`config.mk`:
```
export PLATFORM = sky130hd
export DESIGN_NAME = serial_alu_ctrl
export DESIGN_NICKNAME = d
export VERILOG_FILES = /design/src/rtl/serial_alu_ctrl.sv
export SDC_FILE = /design/constraint.sdc
export NUM_CORES = 1
export LEC_CHECK = 0
export CAP_MARGIN = 25
export CORE_MARGIN = 3
export CORE_UTILIZATION = 57
export DETAILED_ROUTE_END_ITERATION = 10
export PLACE_DENSITY = 0.94
export SKIP_CTS_REPAIR_TIMING = 1
export SLEW_MARGIN = 20
export SYNTH_ARGS = -nofsm -noshare
export SYNTH_HDL_FRONTEND = slang
export SYNTH_SLANG_ARGS = --single-unit
```
`constraint.sdc`:
```
create_clock -name clk -period 5.7 [get_ports clk]
set_clock_uncertainty 0.1 [all_clocks]
set_input_delay 1.14 -clock clk [delete_from_list [all_inputs] [get_ports clk]]
set_output_delay 1.14 -clock clk [all_outputs]
set_load 0.05 [all_outputs]
```
`src/rtl/serial_alu_ctrl.sv`:
```
// -----------------------------------------------------------------------------
// serial_alu_ctrl
//   Bit-serial ALU. An accepted start latches the operands and the op code.
//   One bit is then processed per clock, LSB first, through a one-bit ALU
//   slice. The registered result and flags update together when the last bit
//   completes, and a one-cycle done pulse marks that update.
//
//   op[2]   : binvert. B is inverted per bit and the initial carry-in = op[2].
//   op[1:0] : 00 AND, 01 OR, 10 ADD, 11 SLT (set = MSB sum bit).
//
// Ports
//   clk         in   clock, rising edge
//   rst         in   asynchronous active-high reset
//   start       in   request; accepted only in IDLE
//   a, b        in   WIDTH-bit operands, latched when start is accepted
//   op          in   3-bit operation code, latched when start is accepted
//   result      out  registered WIDTH-bit result
//   cout        out  carry out of the MSB (ADD/SLT codes), else 0
//   overflow    out  signed overflow (op[1:0]=10), else 0
//   zero        out  result == 0
//   busy        out  high while in RUN
//   done        out  one-cycle completion pulse (the DONE state)
//   dbg_state_o out  current FSM state (0 IDLE, 1 RUN, 2 DONE)
//
// Handshake: start is sampled at a rising edge only while the FSM is in IDLE,
// which means busy=0 and done=0. A start that is seen in RUN or DONE is
// dropped rather than queued. A start that is held high is therefore accepted
// at the first IDLE edge after DONE.
// -----------------------------------------------------------------------------
module serial_alu_ctrl #(
    parameter int WIDTH = 8
) (
    input  logic             clk,
    input  logic             rst,
    input  logic             start,
    input  logic [WIDTH-1:0] a,
    input  logic [WIDTH-1:0] b,
    input  logic [2:0]       op,
    output logic [WIDTH-1:0] result,
    output logic             cout,
    output logic             overflow,
    output logic             zero,
    output logic             busy,
    output logic             done,
    output logic [1:0]       dbg_state_o
);

    localparam int IW = (WIDTH > 1) ? $clog2(WIDTH) : 1;
    localparam logic [IW-1:0] LAST_IDX = IW'(WIDTH - 1);

    typedef enum logic [1:0] {
        S_IDLE = 2'd0,
        S_RUN  = 2'd1,
        S_DONE = 2'd2
    } state_t;

    state_t           state_q, state_d;
    logic [WIDTH-1:0] a_q, a_d;
    logic [WIDTH-1:0] b_q, b_d;
    logic [2:0]       op_q, op_d;
    logic             carry_q, carry_d;
    logic [IW-1:0]    idx_q, idx_d;
    logic [WIDTH-1:0] shift_q, shift_d;
    logic [WIDTH-1:0] result_q, result_d;
    logic             cout_q, cout_d;
    logic             ovf_q, ovf_d;
    logic             zero_q, zero_d;

    // One-bit ALU slice
    logic             ai, bi, sum_bit, carry_next, slice_bit;
    logic [WIDTH-1:0] built;
    logic [WIDTH-1:0] final_res;

    always_comb begin
        ai         = a_q[idx_q];
        bi         = b_q[idx_q] ^ op_q[2];
        sum_bit    = ai ^ bi ^ carry_q;
        carry_next = (ai & bi) | (ai & carry_q) | (bi & carry_q);
        case (op_q[1:0])
            2'b00:   slice_bit = ai & bi;
            2'b01:   slice_bit = ai | bi;
            default: slice_bit = sum_bit;
        endcase
        // The partial result stays internal. It reaches the result register
        // only when the last bit completes.
        built        = shift_q;
        built[idx_q] = slice_bit;
        // SLT reports only the raw MSB sum bit. No overflow correction is
        // applied to it.
        if (op_q[1:0] == 2'b11) begin
            final_res = {{(WIDTH-1){1'b0}}, sum_bit};
        end else begin
            final_res = built;
        end
    end

    // Next-state and datapath
    always_comb begin
        state_d  = state_q;
        a_d      = a_q;
        b_d      = b_q;
        op_d     = op_q;
        carry_d  = carry_q;
        idx_d    = idx_q;
        shift_d  = shift_q;
        result_d = result_q;
        cout_d   = cout_q;
        ovf_d    = ovf_q;
        zero_d   = zero_q;

        case (state_q)
            S_IDLE: begin
                if (start) begin
                    a_d     = a;
                    b_d     = b;
                    op_d    = op;
                    carry_d = op[2];
                    idx_d   = '0;
                    shift_d = '0;
                    state_d = S_RUN;
                end
            end
            S_RUN: begin
                carry_d = carry_next;
                shift_d = built;
                if (idx_q == LAST_IDX) begin
                    idx_d    = '0;
                    state_d  = S_DONE;
                    result_d = final_res;
                    zero_d   = (final_res == '0);
                    cout_d   = op_q[1] ? carry_next : 1'b0;
                    // The carry into the MSB is the carry register value
                    // before the MSB slice adds to it.
                    ovf_d    = (op_q[1:0] == 2'b10) ? (carry_q ^ carry_next) : 1'b0;
                end else begin
                    idx_d = idx_q + IW'(1);
                end
            end
            S_DONE: begin
                state_d = S_IDLE;
            end
            default: begin
                state_d = S_IDLE;
            end
        endcase
    end

    always_ff @(posedge clk or posedge rst) begin
        if (rst) begin
            state_q  <= S_IDLE;
            a_q      <= '0;
            b_q      <= '0;
            op_q     <= '0;
            carry_q  <= 1'b0;
            idx_q    <= '0;
            shift_q  <= '0;
            result_q <= '0;
            cout_q   <= 1'b0;
            ovf_q    <= 1'b0;
            zero_q   <= 1'b0;
        end else begin
            state_q  <= state_d;
            a_q      <= a_d;
            b_q      <= b_d;
            op_q     <= op_d;
            carry_q  <= carry_d;
            idx_q    <= idx_d;
            shift_q  <= shift_d;
            result_q <= result_d;
            cout_q   <= cout_d;
            ovf_q    <= ovf_d;
            zero_q   <= zero_d;
        end
    end

    assign result      = result_q;
    assign cout        = cout_q;
    assign overflow    = ovf_q;
    assign zero        = zero_q;
    assign busy        = (state_q == S_RUN);
    assign done        = (state_q == S_DONE);
    assign dbg_state_o = state_q;

endmodule

```
==> impl_metrics.csv, run 1 <==
group,metric,value,unit
synthesis,syn-cell-area,2280,µm²
synthesis,yosysTopAreaCellShare,0.482,
sta,fin_hold_ws,0.383,ns
drt,dr.pass1.iters,4,
cts,cts_buffers,5,
cells_and_area,final_util,0.726,
synthesis,synthesis.nets,252,
synthesis,synthFlopType,"dfrtp_1",
placed_design,hpwl,3350,µm
drt,vias,1790,
critical_path,crit_path_start_kind,"register",
pwr,power_density,659,nW/µm²
floorplan,dieArea,4800,µm²
critical_path,path_class,"register to register",
grt,grt_max_degree,45,
floorplan,die_y,69.3,µm
synthesis,synthArstFlopShare,1.00,
placed_design,dpl_worst_slack,1.87,ns
cts,clkTransAtPathRegs,0.08,ns
grt,grt_pass1_wl,8170,µm
floorplan,die_x,69.3,µm
drt,drc_errors,0,
worst_hold_path,hold_path.class,"register to register",
pwr,leakagePower,1.17,nW
drt,wirelength,4690,µm
status,status,"completed",
synthesis,synth_cell_types,39,
sta,relSlewSlack,0.384,
cts,htree_levels,2,
synthesis,synth_seq_area_share,0.482,
cts,cts.sinks,44,
pwr,max-vdd-ir-drop,0.344,mV
cells_and_area,nets,284,
sta,period_share,0.676,
floorplan,rows,22,
synthesis,syn_inst,225,
drt,drt-initial-drc-count,217,
critical_path,worst_setup_path_end_kind,"register",
placed_design,place_congestion,0.894,
critical_path,critical_path_required,5.80,ns
drt,post_drt_wl_per_cell,15.3,µm
synthesis,synth_warnings,0,
critical_path,critPathMaxFanout,28,
drt,antenna_left,0,
synthesis,synth_edf_count,0,
grt,grt.overflow.total,0,
synthesis,synth_commonest_cells,"44 x dfrtp_1, 30 x nand2_1, 24 x o21ai_0, 19 x nor2_1, 18 x mux2_2",
sta,hold_viol,0,
cts,cts_root_buf,"clkbuf_8",
cells_and_area,fillCellCount,282,
sta,grt_setup_unrepaired,"false",
floorplan,initial_core_util,0.605,
synthesis,synth-seq-cells,44,
grt,grt_pass1_vias,1781,
floorplan,coreArea,3770,µm²
pwr,fin_total_pwr,1.80,mW
synthesis,synth_largest_area_cell,"dfrtp_1",
cts,worstSkewPairLatency,0.29,ns
critical_path,reg2reg_slack,1.85,ns
sta,setup_violations,0,
cells_and_area,area_growth,19.9,%
grt,grt.total_usage,0.209,
sta,worst_slack,1.85,ns
sta,fmaxAchievable,0.260,GHz
synthesis,yosys-top-cells-area,"dfrtp_1 48%, mux2_2 8.9%, o21ai_0 5.3%, nand2_1 4.9%, nor2_1 3.1%",
run,maxCapViolations,0,
critical_path,crit_arrival,3.95,ns
sta,setup-tns-final,0,ns
sta,fin_crit,3.85,ns
sta,maxSlewViolCount,0,
cts,clockBufferDepth,2,
sta,tightest_slew,0.925,ns
cells_and_area,finalNonFillerCells,306,
cells_and_area,final_cell_area,2740,µm²
synthesis,synth_most_common_cell,"dfrtp_1",
cells_and_area,drive_above_1_share,0.120,
placed_design,dp.cells,298,
floorplan,ios,37,
placed_design,port_buffers,36,
grt,antenna_found_initial,0,
drt,vias_per_cell,5.85,
cts,cts_tree,"yes",
synthesis,syn_area_per_cell,10.1,µm²
cells_and_area,diodes,0,
placed_design,place_area,2650,µm²
[state kept, by name, summed over array words and instances, names as in the netlist]
| register | flops |
|---|---|
| result | 8 |
| a_q | 8 |
| b_q | 8 |
| zero | 1 |
| carry_q | 1 |
| shift_q | 8 |
| op_q | 3 |
| overflow | 1 |
| idx_q | 3 |
| dbg_state_o | 2 |
| cout | 1 |
[critical path, stage by stage, from the launching register on]
cell and delay, ns:
dfrtp_1 0.95, mux4_2 0.60, a221o_1 0.35, xor2_1 0.18, fa_1 0.54, nand2b_1 0.12, o31a_1 0.35, nand2_1 0.29
o21ai_0 0.28
[cell families (layout without fill, tap and decap cells)]
logic type | count (synthesis) | count (layout) | synth area share
AOI/OAI and AO/OA | 54 | 54 | 0.147
xor gates and xnor gates | 3 | 3 | 0.0115
adders and majority gates | 5 | 5 | 0.0307
buffers and inverters | 19 | 52 | 0.0411
DFF | 44 | 44 | 0.482
muxes | 27 | 27 | 0.136
and+or+nand+nor | 73 | 73 | 0.151
[area by class of cell]
type,count,area (µm²),share of cell area
clock buffer,8,90.1,0.0329
sequential,44,1100,0.402
tap,48,60.1,0.0219
timing repair buffer,38,375,0.137
multi-input combinational,162,1090,0.397
inverter,6,22.5,0.00823
[per-layer routing]
layer / part of all wire / vias to the layer above / global-route usage
met5: 0 / - / 0
met4: 0.0092 / 0 / 0.0521
met3: 0.061 / 9 / 0.0493
met2: 0.53 / 76 / 0.365
met1: 0.40 / 860 / 0.260
li1: - / 845 / -
[path summary, 6_finish.rpt]
path                                          endpoint             startpoint  depth (start not counted)
min in group asynchronous          op_q[0]$_DFFE_PP0P_                    rst                          3
worst min-delay path             result[4]$_DFFE_PP0P_  result[4]$_DFFE_PP0P_                          2
max in group asynchronous           a_q[1]$_DFFE_PP0P_                    rst                          3
worst max-delay path            shift_q[0]$_DFFE_PP0P_   idx_q[1]$_DFFE_PP0P_                          8
worst min register to register   result[4]$_DFFE_PP0P_  result[4]$_DFFE_PP0P_                          2
worst max register to register  shift_q[0]$_DFFE_PP0P_   idx_q[1]$_DFFE_PP0P_                          8
[layout by cell type (no fill, tap or decap), types with 4 or more instances in the layout]
master	n
a21oi_1	8
clkbuf_8	6
clkdlybuf4s50_1	36
dfrtp_1	44
ha_1	4
inv_1	6
mux2_2	18
mux2i_1	7
nand2_1	30
nand2b_1	5
nand3_1	5
nor2_1	19
nor2b_1	5
o21ai_0	24
o31ai_1	4
[power by group]
| group | leakage, nW | internal (mW) | switching, mW | total, mW |
|---|---|---|---|---|
| clock network | 0.0455 | 0.0988 | 0.0980 | 0.197 |
| logic | 0.575 | 0.420 | 0.585 | 1.01 |
| registers | 0.548 | 0.449 | 0.153 | 0.602 |
| total | 1.17 | 0.968 | 0.836 | 1.80 |
No activity file was read; power rests on OpenSTA's default activity.
==> run 2, diff against run 1 <==
--- a/config.mk
+++ b/config.mk
@@ -7,9 +7,9 @@
 export LEC_CHECK = 0
 export CAP_MARGIN = 25
 export CORE_MARGIN = 3
-export CORE_UTILIZATION = 57
+export CORE_UTILIZATION = 48
 export DETAILED_ROUTE_END_ITERATION = 10
-export PLACE_DENSITY = 0.94
+export PLACE_DENSITY = 0.86
 export SKIP_CTS_REPAIR_TIMING = 1
 export SLEW_MARGIN = 20
 export SYNTH_ARGS = -nofsm -noshare
==> constraint.sdc (replaced) <==
create_clock -name clk -period 3.3 [get_ports clk]
set_clock_uncertainty 0.1 [all_clocks]
set_input_delay 0.66 -clock clk [delete_from_list [all_inputs] [get_ports clk]]
set_output_delay 0.66 -clock clk [all_outputs]
set_load 0.05 [all_outputs]
==> run 2 against run 1 <==
Compared with the run above: first-iteration DRC count fell by 36%; die area rose by 17%; sequential power rose by 63%; via count fell by 1.2%; design area rose by 3.4%; cell count rose by 3.6%; worst hold slack improved by 0.0020 ns; clock power rose by 110%; flip-flop and latch count did not move; routed wire length rose by 3.6%; fmax rose by 22%; global-route usage fell by 1.4 points.
==> impl_metrics.csv, run 2 (same netlist as run 1, synthesis figures left out) <==
group,metric,value,unit
drt,drc_errors,0,
pwr,power_density,1160,nW/µm²
worst_hold_path,hold_start,"result[3]$_DFFE_PP0P_",
sta,relSlewSlack,0.561,
sta,period_share,0.956,
cts,cts_buffers,5,
pwr,switchingPower,1.48,mW
sta,hold_viol,0,
grt,grt.overflow.total,0,
placed_design,port_buffers,36,
pwr,power_frac_clock,0.126,
floorplan,die_y,75.0,µm
grt,grt_max_degree,45,
critical_path,r2r_cells,10,
placed_design,place_area,2700,µm²
cts,clockBufferDepth,2,
critical_path,startpoint,"idx_q[1]$_DFFE_PP0P_",
run,maxCapViolations,0,
cells_and_area,fillCellCount,359,
sta,maxSlewViolCount,0,
grt,grt.total_usage,0.195,
worst_hold_path,hold_path.class,"register to register",
sta,tightest_slew,0.656,ns
critical_path,critical_path_required,3.41,ns
drt,post_drt_wl_per_cell,15.3,µm
critical_path,worst_setup_path_end_kind,"register",
grt,grt_pass1_vias,1808,
critical_path,crit_path_cell_trace,"mux2_4, a22oi_1, nor2_1, a221o_1, xor2_2, fa_1, nand2b_1, o31a_1, a311o_1, a221oi_2",
cells_and_area,final_cell_area,2830,µm²
grt,antenna_found_initial,0,
critical_path,path_class,"register to register",
sta,setup_violations,0,
critical_path,worstReg2RegStart,"idx_q[1]$_DFFE_PP0P_",
placed_design,dpl_worst_slack,0.0600,ns
pwr,p_int,1.81,mW
placed_design,hpwl,3550,µm
cells_and_area,mostFrequentLayoutCell,"dfrtp_1",
floorplan,ios,37,
pwr,leakagePower,1.21,nW
critical_path,slowest_delay,0.48,ns
pwr,switching_share,0.450,
cells_and_area,drive_above_1_share,0.158,
cells_and_area,diodes,0,
sta,fmaxAchievable,0.317,GHz
critical_path,r2r_end,"zero$_DFFE_PP0P_",
critical_path,crit_path_start_kind,"register",
sta,worst_slack,0.144,ns
drt,vias_per_cell,5.58,
pwr,power_frac_comb,0.576,
cts,cts_tree,"yes",
critical_path,cpMaxStageDelayCell,"fa_1",
grt,grt_pass1_wl,8330,µm
placed_design,place_congestion,0.869,
floorplan,coreArea,4470,µm²
cts,cts_root_buf,"clkbuf_8",
floorplan,dieArea,5620,µm²
critical_path,critPathMaxFanout,6,
cells_and_area,area_growth,24.0,%
floorplan,rows,24,
critical_path,crit_end,"zero$_DFFE_PP0P_",
cts,htree_levels,2,
cts,worstSkewPairLatency,0.30,ns
cts,clkTransAtPathRegs,0.09,ns
critical_path,crit_arrival,3.26,ns
sta,grt_setup_unrepaired,"false",
floorplan,initial_core_util,0.510,
status,status,"completed",
pwr,p_seq_frac,0.298,
cells_and_area,nets,291,
drt,antenna_left,0,
drt,dr.pass1.iters,4,
drt,vias,1768,
floorplan,die_x,75.0,µm
critical_path,reg2reg_slack,0.14,ns
sta,fin_crit,3.16,ns
drt,drt-initial-drc-count,138,
sta,setup-tns-final,0,ns
pwr,max-vdd-ir-drop,0.516,mV
cells_and_area,layout_common_cells,"44 x dfrtp_1, 36 x clkdlybuf4s50_1, 29 x nand2_1",
drt,wirelength,4860,µm
cts,cts.sinks,44,
==> run 2: worst min path at each step <==
stage | cells after the start | slack, ns | endpoint
6_report | 2 | 0.38 | result[3]$_DFFE_PP0P_
4_1_cts | 2 | 0.39 | result[5]$_DFFE_PP0P_
5_1_grt | 2 | 0.41 | result[5]$_DFFE_PP0P_
2_1_floorplan | 2 | 0.37 | shift_q[0]$_DFFE_PP0P_
3_3_place_gp | 2 | 0.36 | result[5]$_DFFE_PP0P_
3_5_place_dp | 2 | 0.37 | result[5]$_DFFE_PP0P_
==> run 2: critical path: cells and delay by family (launching register included) <==
kind | cells | cell delay [ns]
AND/OR/NAND/NOR | 2 | 0.22
multiplexers | 1 | 0.32
AO/OA/AOI/OAI | 5 | 1.33
XOR/XNOR | 1 | 0.19
flip-flops | 1 | 0.44
adder cells (fa/ha/maj) | 1 | 0.48
==> run 2: metrics by stage <==
| stage | hold WS (ns) | cells | power, mW | util |
|---|---|---|---|---|
| floorplan | 0.370 | 225 | 2.38 | - |
| global placement | 0.361 | 309 | 2.79 | 0.604 |
| detailed placement | 0.369 | 309 | 2.85 | 0.604 |
| CTS | 0.389 | 317 | 3.28 | 0.629 |
| global route | 0.407 | 317 | 3.55 | 0.632 |
| finish | 0.385 | 317 | 3.29 | 0.632 |
==> run 2: layout make-up <==
cell class / count / area, µm² / share of cell area
flip-flops and latches: 44 / 1100 / 0.389
multi-input cells: 162 / 1100 / 0.388
repair buffers: 45 / 432 / 0.153
clock buffers: 5 / 68.8 / 0.0243
well taps: 52 / 65.1 / 0.0230
clock inverters: 3 / 42.5 / 0.0150
inverters: 6 / 22.5 / 0.00796
==> run 2: power groups by stage <==
| stage | Combinational, mW | Clock (mW) | Sequential [mW] |
|---|---|---|---|
| after CTS | 1.88 | 0.423 | 0.977 |
| after detailed placement | 1.86 | 0 | 0.989 |
| final | 1.90 | 0.413 | 0.980 |
| after global routing | 2.09 | 0.448 | 1.01 |
| after floorplan | 1.25 | 0 | 1.12 |
| after global placement | 1.81 | 0 | 0.975 |
==> run 2: routing by layer <==
metal / up-vias / track usage / share of wire
met5: - / 0 / 0
met4: 0 / 0.0870 / 0.031
met3: 15 / 0.0387 / 0.035
met2: 47 / 0.328 / 0.51
met1: 841 / 0.244 / 0.42
li1: 865 / - / -
==> run 3, diff against run 2 <==
--- a/config.mk
+++ b/config.mk
@@ -8,6 +8,7 @@
 export CAP_MARGIN = 25
 export CORE_MARGIN = 3
 export CORE_UTILIZATION = 48
+export CTS_CLUSTER_DIAMETER = 80
 export DETAILED_ROUTE_END_ITERATION = 10
 export PLACE_DENSITY = 0.86
 export SKIP_CTS_REPAIR_TIMING = 1
==> results of run 3 <==
Same layout as run 2: the final DEF is identical, and so are final timing and power.
